$ cat config.mk
export PLATFORM = sky130hd
export DESIGN_NAME = prog_freq_gen_flat
export DESIGN_NICKNAME = d
export VERILOG_FILES = /design/src/rtl/prog_freq_gen_if.sv /design/src/rtl/prog_freq_gen.sv /design/src/flat_wrapper.sv
export SDC_FILE = /design/constraint.sdc
export NUM_CORES = 1
export LEC_CHECK = 0
export ABC_CLOCK_PERIOD_IN_PS = 8600
export BUFFER_PORTS_ARGS = -buffer_cell sky130_fd_sc_hd__buf_2
export CAP_MARGIN = 30
export CORE_ASPECT_RATIO = 1.2
export CORE_MARGIN = 1.5
export CORE_UTILIZATION = 28
export DETAILED_ROUTE_END_ITERATION = 10
export SYNTH_ARGS = -nofsm -noshare
export SYNTH_HDL_FRONTEND = slang
export SYNTH_SLANG_ARGS = --single-unit
export TNS_END_PERCENT = 100
$ cat constraint.sdc
create_clock -name clk -period 8.6 [get_ports clk]
set_input_delay 1.72 -clock clk [delete_from_list [all_inputs] [get_ports clk]]
set_output_delay 1.72 -clock clk [all_outputs]
set_load 0.03 [all_outputs]
$ cat src/rtl/prog_freq_gen_if.sv
// Control/status bundle for the multi-channel square-wave generator.
// Master drives enables, sync and half-period writes; slave returns waves, ticks and pending flags.
interface prog_freq_gen_if #(
  parameter int NCH = 4,
  parameter int CW  = 10,
  parameter int CHW = 2
);
  logic [NCH-1:0] en;
  logic           sync;
  logic           wr_en;
  logic [CHW-1:0] wr_ch;
  logic [CW-1:0]  wr_half;
  logic [NCH-1:0] clk_out;
  logic [NCH-1:0] tick;
  logic [NCH-1:0] pending;

  modport master (
    output en, sync, wr_en, wr_ch, wr_half,
    input  clk_out, tick, pending
  );

  modport slave (
    input  en, sync, wr_en, wr_ch, wr_half,
    output clk_out, tick, pending
  );
endinterface

$ cat src/rtl/prog_freq_gen.sv
// Multi-channel programmable divider: each channel toggles clk_out every (active+1) enabled cycles.
// Outputs are registered (1 cycle after the deciding edge); no backpressure, writes always accepted.
module prog_freq_gen #(
  parameter int NCH      = 4,
  parameter int CW       = 10,
  parameter int CHW      = 2,
  parameter int DEF_HALF = 999
) (
  input  logic           clk,
  input  logic           rst,
  prog_freq_gen_if.slave bus
);

  logic [CW-1:0]  cnt_q    [NCH];
  logic [CW-1:0]  cnt_d    [NCH];
  logic [CW-1:0]  active_q [NCH];
  logic [CW-1:0]  active_d [NCH];
  logic [CW-1:0]  shadow_q [NCH];
  logic [CW-1:0]  shadow_d [NCH];
  logic [NCH-1:0] clk_out_q, clk_out_d;
  logic [NCH-1:0] tick_q, tick_d;
  logic [NCH-1:0] pending_q, pending_d;

  logic [NCH-1:0] restart;
  logic [NCH-1:0] wrap;
  logic [NCH-1:0] wr_hit;

  always_comb begin
    restart = {NCH{bus.sync}} | ~bus.en;
    wrap    = '0;
    wr_hit  = '0;
    for (int i = 0; i < NCH; i++) begin
      wrap[i]   = (cnt_q[i] >= active_q[i]);
      // Channel numbers beyond NCH never match, so such writes fall on the floor.
      wr_hit[i] = bus.wr_en && (bus.wr_ch == CHW'(i));
    end
  end

  always_comb begin
    cnt_d     = cnt_q;
    active_d  = active_q;
    shadow_d  = shadow_q;
    clk_out_d = clk_out_q;
    tick_d    = '0;
    pending_d = pending_q;
    for (int i = 0; i < NCH; i++) begin
      if (restart[i]) begin
        cnt_d[i]     = '0;
        clk_out_d[i] = 1'b0;
      end else if (wrap[i]) begin
        cnt_d[i]     = '0;
        clk_out_d[i] = ~clk_out_q[i];
        tick_d[i]    = 1'b1;
      end else begin
        cnt_d[i] = cnt_q[i] + CW'(1);
      end

      // Apply reads the old shadow; a same-cycle write re-arms pending for the next boundary.
      if ((restart[i] || wrap[i]) && pending_q[i]) begin
        active_d[i]  = shadow_q[i];
        pending_d[i] = 1'b0;
      end
      if (wr_hit[i]) begin
        shadow_d[i]  = bus.wr_half;
        pending_d[i] = 1'b1;
      end
    end
  end

  always_ff @(posedge clk or posedge rst) begin
    if (rst) begin
      for (int i = 0; i < NCH; i++) begin
        cnt_q[i]    <= '0;
        active_q[i] <= CW'(DEF_HALF);
        shadow_q[i] <= CW'(DEF_HALF);
      end
      clk_out_q <= '0;
      tick_q    <= '0;
      pending_q <= '0;
    end else begin
      for (int i = 0; i < NCH; i++) begin
        cnt_q[i]    <= cnt_d[i];
        active_q[i] <= active_d[i];
        shadow_q[i] <= shadow_d[i];
      end
      clk_out_q <= clk_out_d;
      tick_q    <= tick_d;
      pending_q <= pending_d;
    end
  end

  assign bus.clk_out = clk_out_q;
  assign bus.tick    = tick_q;
  assign bus.pending = pending_q;

endmodule

$ cat src/flat_wrapper.sv
// flat-port wrapper written by rule: the top's interface ports become plain ports
module prog_freq_gen_flat 
#(
  parameter int NCH      = 4,
  parameter int CW       = 10,
  parameter int CHW      = 2,
  parameter int DEF_HALF = 999
)
  (clk, rst, bus_en, bus_sync, bus_wr_en, bus_wr_ch, bus_wr_half, bus_clk_out, bus_tick, bus_pending);
  prog_freq_gen_if #(.NCH(NCH), .CW(CW), .CHW(CHW)) bus_i ();
  input  logic clk;
  input  logic rst;
  input wire logic [$bits(bus_i.en)-1:0] bus_en;
  input wire logic [$bits(bus_i.sync)-1:0] bus_sync;
  input wire logic [$bits(bus_i.wr_en)-1:0] bus_wr_en;
  input wire logic [$bits(bus_i.wr_ch)-1:0] bus_wr_ch;
  input wire logic [$bits(bus_i.wr_half)-1:0] bus_wr_half;
  output wire logic [$bits(bus_i.clk_out)-1:0] bus_clk_out;
  output wire logic [$bits(bus_i.tick)-1:0] bus_tick;
  output wire logic [$bits(bus_i.pending)-1:0] bus_pending;
  assign bus_i.en = bus_en;
  assign bus_i.sync = bus_sync;
  assign bus_i.wr_en = bus_wr_en;
  assign bus_i.wr_ch = bus_wr_ch;
  assign bus_i.wr_half = bus_wr_half;
  assign bus_clk_out = bus_i.clk_out;
  assign bus_tick = bus_i.tick;
  assign bus_pending = bus_i.pending;
  prog_freq_gen #(.NCH(NCH), .CW(CW), .CHW(CHW), .DEF_HALF(DEF_HALF)) u_core (.clk(clk), .rst(rst), .bus(bus_i));
endmodule
==> flow_metrics.tcl, run 1 <==
set metrics [dict create \
    path_class "primary input to flop" \
    ant_nets 0 \
    cts.sinks 132 \
    p_clk_share_pct 38.0 \
    cp_max_fo 10 \
    fp-row-count 60 \
    cp_cell_sequence "buf_2 > nor3b_1 > o21ai_0 > a21oi_1 > a21boi_0 > buf_4 > mux2_2" \
    crit_buf_inv 2 \
    maxCapViolations 0 \
    layout-drive-gt1-share_pct 36.44 \
    ys_types 29 \
    finalSetupViolCount 0 \
    startpoint "bus_sync" \
    grt_pass1_wl_microns 21030 \
    cp_slowest_stage_delay_ns 0.27 \
    drv_slew 0 \
    crit_arrival_ns 3.20 \
    dr.first_iter.drc_count 201 \
    cp-end-kind "flop" \
    ctsResizeCount 0 \
    rsz0062_at_grt "no" \
    netlist_area_sq_um 6321 \
    period_share_pct 33.75 \
    drc 0 \
    finalClockSkew_ns 0.005564 \
    gp_congestion 0.7960 \
    dieArea_sq_um 23490 \
    wl_microns 12530 \
    finalHoldViolations 0 \
    die_y_microns 167.6 \
    dpl_cell_area_sq_um 6817 \
    vdd_drop_max_uv 160.5 \
    tns_ns 0 \
    fin_nets 641 \
    first_pass_iters 4 \
    hpwl_microns 8947 \
    start_util_pct 28.35 \
    path_delay_family "compound AO/OA/AOI/OAI gates" \
    grt_start_max_net_pins 69 \
    fin_hold_ws_ns 0.5032 \
    powerDensity_nw_per_um2 252.7 \
    yosys-top-cells-area "dfrtp_1 27%, dfstp_2 27%, mux2_2 14%" \
    syn_area_per_cell_sq_um 11.84 \
    slew_headroom_pct 40.18 \
    worstHoldStart "u_core.active_q[4]" \
    ys_warn_count 0 \
    synth_edf_count 0 \
    async_reset_ff_share_pct 100.0 \
    ys_ff_latch 132 \
    clk_latency_ns 0.41 \
    cts_setup_buffers 0 \
    antenna_found_initial 0 \
    wl_per_cell_microns 14.42 \
    dr_total_vias 3937 \
    fin_ws_ns 5.698 \
    timing.fmax_mhz 344.5 \
    total_power_mw 1.872 \
    seq_power_share_pct 46.0 \
    post-place-ws_ns 5.252 \
    synth_top_cell_by_area "dfrtp_1" \
    track_usage_pct 11.60 \
    ios 32 \
    status "finished, final reports clean" \
    routed_via_density 4.530 \
    grt_pass1_vias 4061 \
    dieWidth_microns 140.2 \
    final.min_clock_period_ns 2.902 \
    switching_share_pct 25.67 \
    p_int_mw 1.392 \
    diodes 0 \
    io_buffers 31 \
    h-tree-depth 4 \
    hp-class "flop to flop" \
    yosys-top-cells-count "80 x mux2_2, 68 x dfrtp_1, 64 x dfstp_2" \
    synth_top_cell_area_share_pct 26.92 \
    synth_cells 534 \
    power_leakage_nw 3.280 \
    tightest_slew_ns 0.8934 \
    fin_area_sq_um 7408 \
    ctsHoldBuffers 0 \
    r2r-start "u_core.active_q[17]" \
    synth-seq-area-share_pct 53.52 \
    synth.most_common_cell "mux2_2" \
    tritoncts "done" \
    clockBufferDepth 2 \
    cts-root-buf "clkbuf_16" \
    synth_flop_cell "dfrtp_1" \
    slowest_stage "mux2_2" \
    worstPathRequired_ns 8.90 \
    syn2layout_area_growth_pct 17.20 \
    synth_nets 598 \
    power.net_switching_uw 480.6 \
    cts_inserted_buffers 17 \
    startpoint_type "primary input" \
    core-area_sq_um 22300 \
    grt_overflow 0 \
    clkTransAtPathRegs_ns 0.06 \
    power_frac_comb_pct 16.0 \
]
==> routing by layer <==
layer | global-route usage, % | wire, microns | vias to the layer above
li1 | - | - | 1925
met1 | 14.17 | 5741 | 1946
met2 | 19.07 | 6228 | 49
met4 | 5.034 | 255 | 0
met3 | 3.289 | 303 | 17
met5 | 0 | 0 | -
==> cells by family (layout without fill, tap and decap cells) <==
kind of cell / Yosys count / count (layout) / share of synthesized area (%)
compound gates: 51 / 51 / 5.305
xor+xnor: 32 / 32 / 4.434
fa+ha+maj: 44 / 44 / 8.709
buf+inv: 57 / 113 / 3.464
flops: 132 / 132 / 53.52
mux: 80 / 80 / 14.25
simple gates: 138 / 138 / 10.31
==> power groups by stage <==
| stage | logic [mW] | registers, mW | clock network (mW) |
|---|---|---|---|
| after floorplan | 0.238 | 0.852 | 0 |
| after global placement | 0.293 | 0.869 | 0 |
| after detailed placement | 0.303 | 0.873 | 0 |
| after CTS | 0.306 | 0.864 | 0.731 |
| after global routing | 0.344 | 0.881 | 0.756 |
| final | 0.299 | 0.862 | 0.711 |
==> registers in the layout, indices dropped and copies added (netlist names) <==
register / flops
u_core.cnt_q: 40
u_core.bus.clk_out: 4
u_core.bus.pending: 4
u_core.active_q: 40
u_core.bus.tick: 4
u_core.shadow_q: 40
==> cell usage in the layout (no fill, tap or decap), drive strengths merged, types with 4 or more instances in the layout <==
cell      count
dfrtp        68
ha           44
inv          47
clkinvlp      4
a211oi        6
a21o          6
and3          6
a21oi        19
mux2         80
xor2         22
nor2         55
o21ai        10
nor3b         4
xnor2        10
nand3        25
buf          35
dfstp        64
nand2b       11
clkinv        4
clkbuf       22
nand4        13
nand2        19
==> worst paths after layout <==
kind	endpoint	slack (ns)	depth (start not counted)
worst max-delay path	u_core.active_q[33]	5.70	7
worst min-delay path	u_core.active_q[4]	0.50	1
worst max register to register	u_core.active_q[14]	6.16	7
worst min register to register	u_core.active_q[4]	0.50	1
max in group asynchronous	u_core.bus.tick[1]	5.81	3
min in group asynchronous	u_core.cnt_q[19]	1.48	2
==> metrics by stage <==
step / cells / utilization [%]
after CTS: 869 / 33.23
final: 869 / 33.23
after floorplan: 534 / -
after global routing: 869 / 33.23
after detailed placement: 837 / 30.57
after global placement: 837 / 30.57
==> layout make-up <==
cell class              instances  area, sq um
multi-input cells             345         2724
flip-flops and latches        132         3383
clock inverters                10        96.34
repair buffers                 35        185.2
well taps                     279        349.1
clock buffers                  22        495.5
fillers                      2176        14890
inverters                      46        175.2
Power figures use the tool's default switching activity.
==> inputs of run 2 (changes only) <==
Settings changed: ABC_CLOCK_PERIOD_IN_PS 8600 to 2900.
Clock period 8.6 ns to 2.9 ns, I/O delays scaled along.
==> run 2 against run 1 <==
First-iteration DRC count increased by 1.0%. Wire length decreased by 2.2%. Setup slack got worse by 5.2 ns. Largest power group unchanged. Highest routed layer unchanged. Register-to-register slack got worse by 5.7 ns.
==> flow_metrics.tcl, run 2 (same netlist as run 1, synthesis figures left out) <==
set metrics [dict create \
    status "finished, final reports clean" \
    path_class "flop to flop" \
    finalHoldViolations 0 \
    gp_congestion 0.7631 \
    cts.sinks 132 \
    antenna_found_initial 0 \
    final.fill_count 2195 \
    tightest_slew_ns 0.6573 \
    first_pass_iters 4 \
    ctsResizeCount 0 \
    dp.cells 840 \
    dieWidth_microns 140.2 \
    dr_total_vias 3941 \
    crit_arrival_ns 2.74 \
    timing.fmax_mhz 410.1 \
    drc 0 \
    stdcell_count 873 \
    rrSetupSlack_ns 0.46 \
    core-area_sq_um 22300 \
    final.min_clock_period_ns 2.439 \
    cts-root-buf "clkbuf_16" \
    ant_nets 0 \
    layout-drive-gt1-share_pct 36.76 \
    wl_met2_microns 5970 \
    hpwl_microns 8779 \
    clkTransAtPathRegs_ns 0.05 \
    layout_common_cells "80 x mux2_2, 68 x dfrtp_1, 64 x dfstp_2, 55 x nor2_1, 45 x inv_1" \
    cts_inserted_buffers 17 \
    slew_headroom_pct 56.05 \
    wl_met1_microns 5851 \
    finalSetupViolCount 0 \
    drv_slew 0 \
    start_util_pct 28.35 \
    cp-end-kind "flop" \
    startpoint_type "flop" \
    route.met3.wl_microns 258 \
    cts_setup_buffers 0 \
    ctsHoldBuffers 0 \
    clk_latency_ns 0.42 \
    grt_pass1_vias 4039 \
    reg_top3 "u_core.active_q: 40 flops, u_core.cnt_q: 40 flops, u_core.shadow_q: 40 flops" \
    dr.first_iter.drc_count 203 \
    grt_overflow 0 \
    tns_ns 0 \
    worstPathRequired_ns 3.20 \
    track_usage_pct 11.36 \
    wl_per_cell_microns 14.03 \
    clockBufferDepth 2 \
    syn2layout_area_growth_pct 18.75 \
    power_leakage_nw 3.331 \
    total_power_mw 5.764 \
    grt_start_max_net_pins 53 \
    dieArea_sq_um 23490 \
    ios 32 \
    cp_max_fo 10 \
    maxCapViolations 0 \
    die_y_microns 167.6 \
    top_layer "met4" \
    wl_microns 12250 \
    post-route-util_pct 33.66 \
    tritoncts "done" \
    grt_pass1_wl_microns 20830 \
    h-tree-depth 4 \
    finalClockSkew_ns 0.006650 \
    fp-row-count 60 \
    period_share_pct 84.09 \
    rsz0062_at_grt "no" \
    final_common_cell "mux2_2" \
    hp-class "primary input to async pin" \
    vdd_drop_max_uv 435.7 \
    fin_nets 644 \
    powerDensity_nw_per_um2 767.9 \
    routed_via_density 4.514 \
    io_buffers 31 \
]
run 2: cell count changes in the layout (fill, tap and decap cells not counted):
cell / delta
buf_12: +1
buf_4: +2
bufinv_16: +3
clkbuf_8: -1
clkinv_4: -1
clkinvlp_4: -1
diode_2: +1
run 2: area by class of cell:
type / count / area, sq um / area share [%]
sequential: 132 / 3383 / 45.07
multi-input combinational: 345 / 2724 / 36.29
clock buffer: 21 / 481.7 / 6.418
tap: 279 / 349.1 / 4.651
timing repair buffer: 38 / 220.2 / 2.934
inverter: 46 / 176.4 / 2.350
clock inverter: 11 / 168.9 / 2.250
antenna: 1 / 2.502 / 0.03334
run 2: layer usage:
| layer | track usage (%) | up-vias |
|---|---|---|
| met5 | 0 | - |
| met4 | 4.348 | 0 |
| met3 | 3.031 | 12 |
| met2 | 18.60 | 40 |
| met1 | 14.30 | 1961 |
| li1 | - | 1928 |
run 2: critical path, cell delays in order (launching register included):
cell	delay, ns
dfstp_2	0.53
inv_1	0.04
ha_1	0.30
a211o_1	0.26
a21oi_1	0.16
o41ai_2	0.16
o31ai_4	0.49
mux2_2	0.39
run 2: where the power goes:
part | leakage (nW) | internal (mW) | switching [mW] | total, mW
logic | 1.43 | 0.459 | 0.421 | 0.880
registers | 1.58 | 2.37 | 0.177 | 2.55
clock network | 0.315 | 1.54 | 0.798 | 2.33
total | 3.33 | 4.37 | 1.40 | 5.76
run 2: path summary, 6_finish.rpt:
check	start	cells past startpoint	end
worst max-delay path	u_core.active_q[17]	7	u_core.active_q[14]
worst min-delay path	rst	2	u_core.shadow_q[34]
worst max register to register	u_core.active_q[17]	7	u_core.active_q[14]
worst min register to register	u_core.shadow_q[3]	1	u_core.active_q[3]
max in group asynchronous	rst	3	u_core.shadow_q[15]
min in group clk	bus_en[1]	3	u_core.bus.clk_out[1]
run 2: per-stage QoR:
stage,hold slack (ns),area [sq um],setup slack (ns)
after global routing,0.1368,7503,0.3586
after detailed placement,0.4883,6853,0.4420
final,0.1355,7506,0.4615
after global placement,0.4842,6853,0.4587
after floorplan,0.4737,6325,0.6591
after CTS,0.1267,7503,0.4332
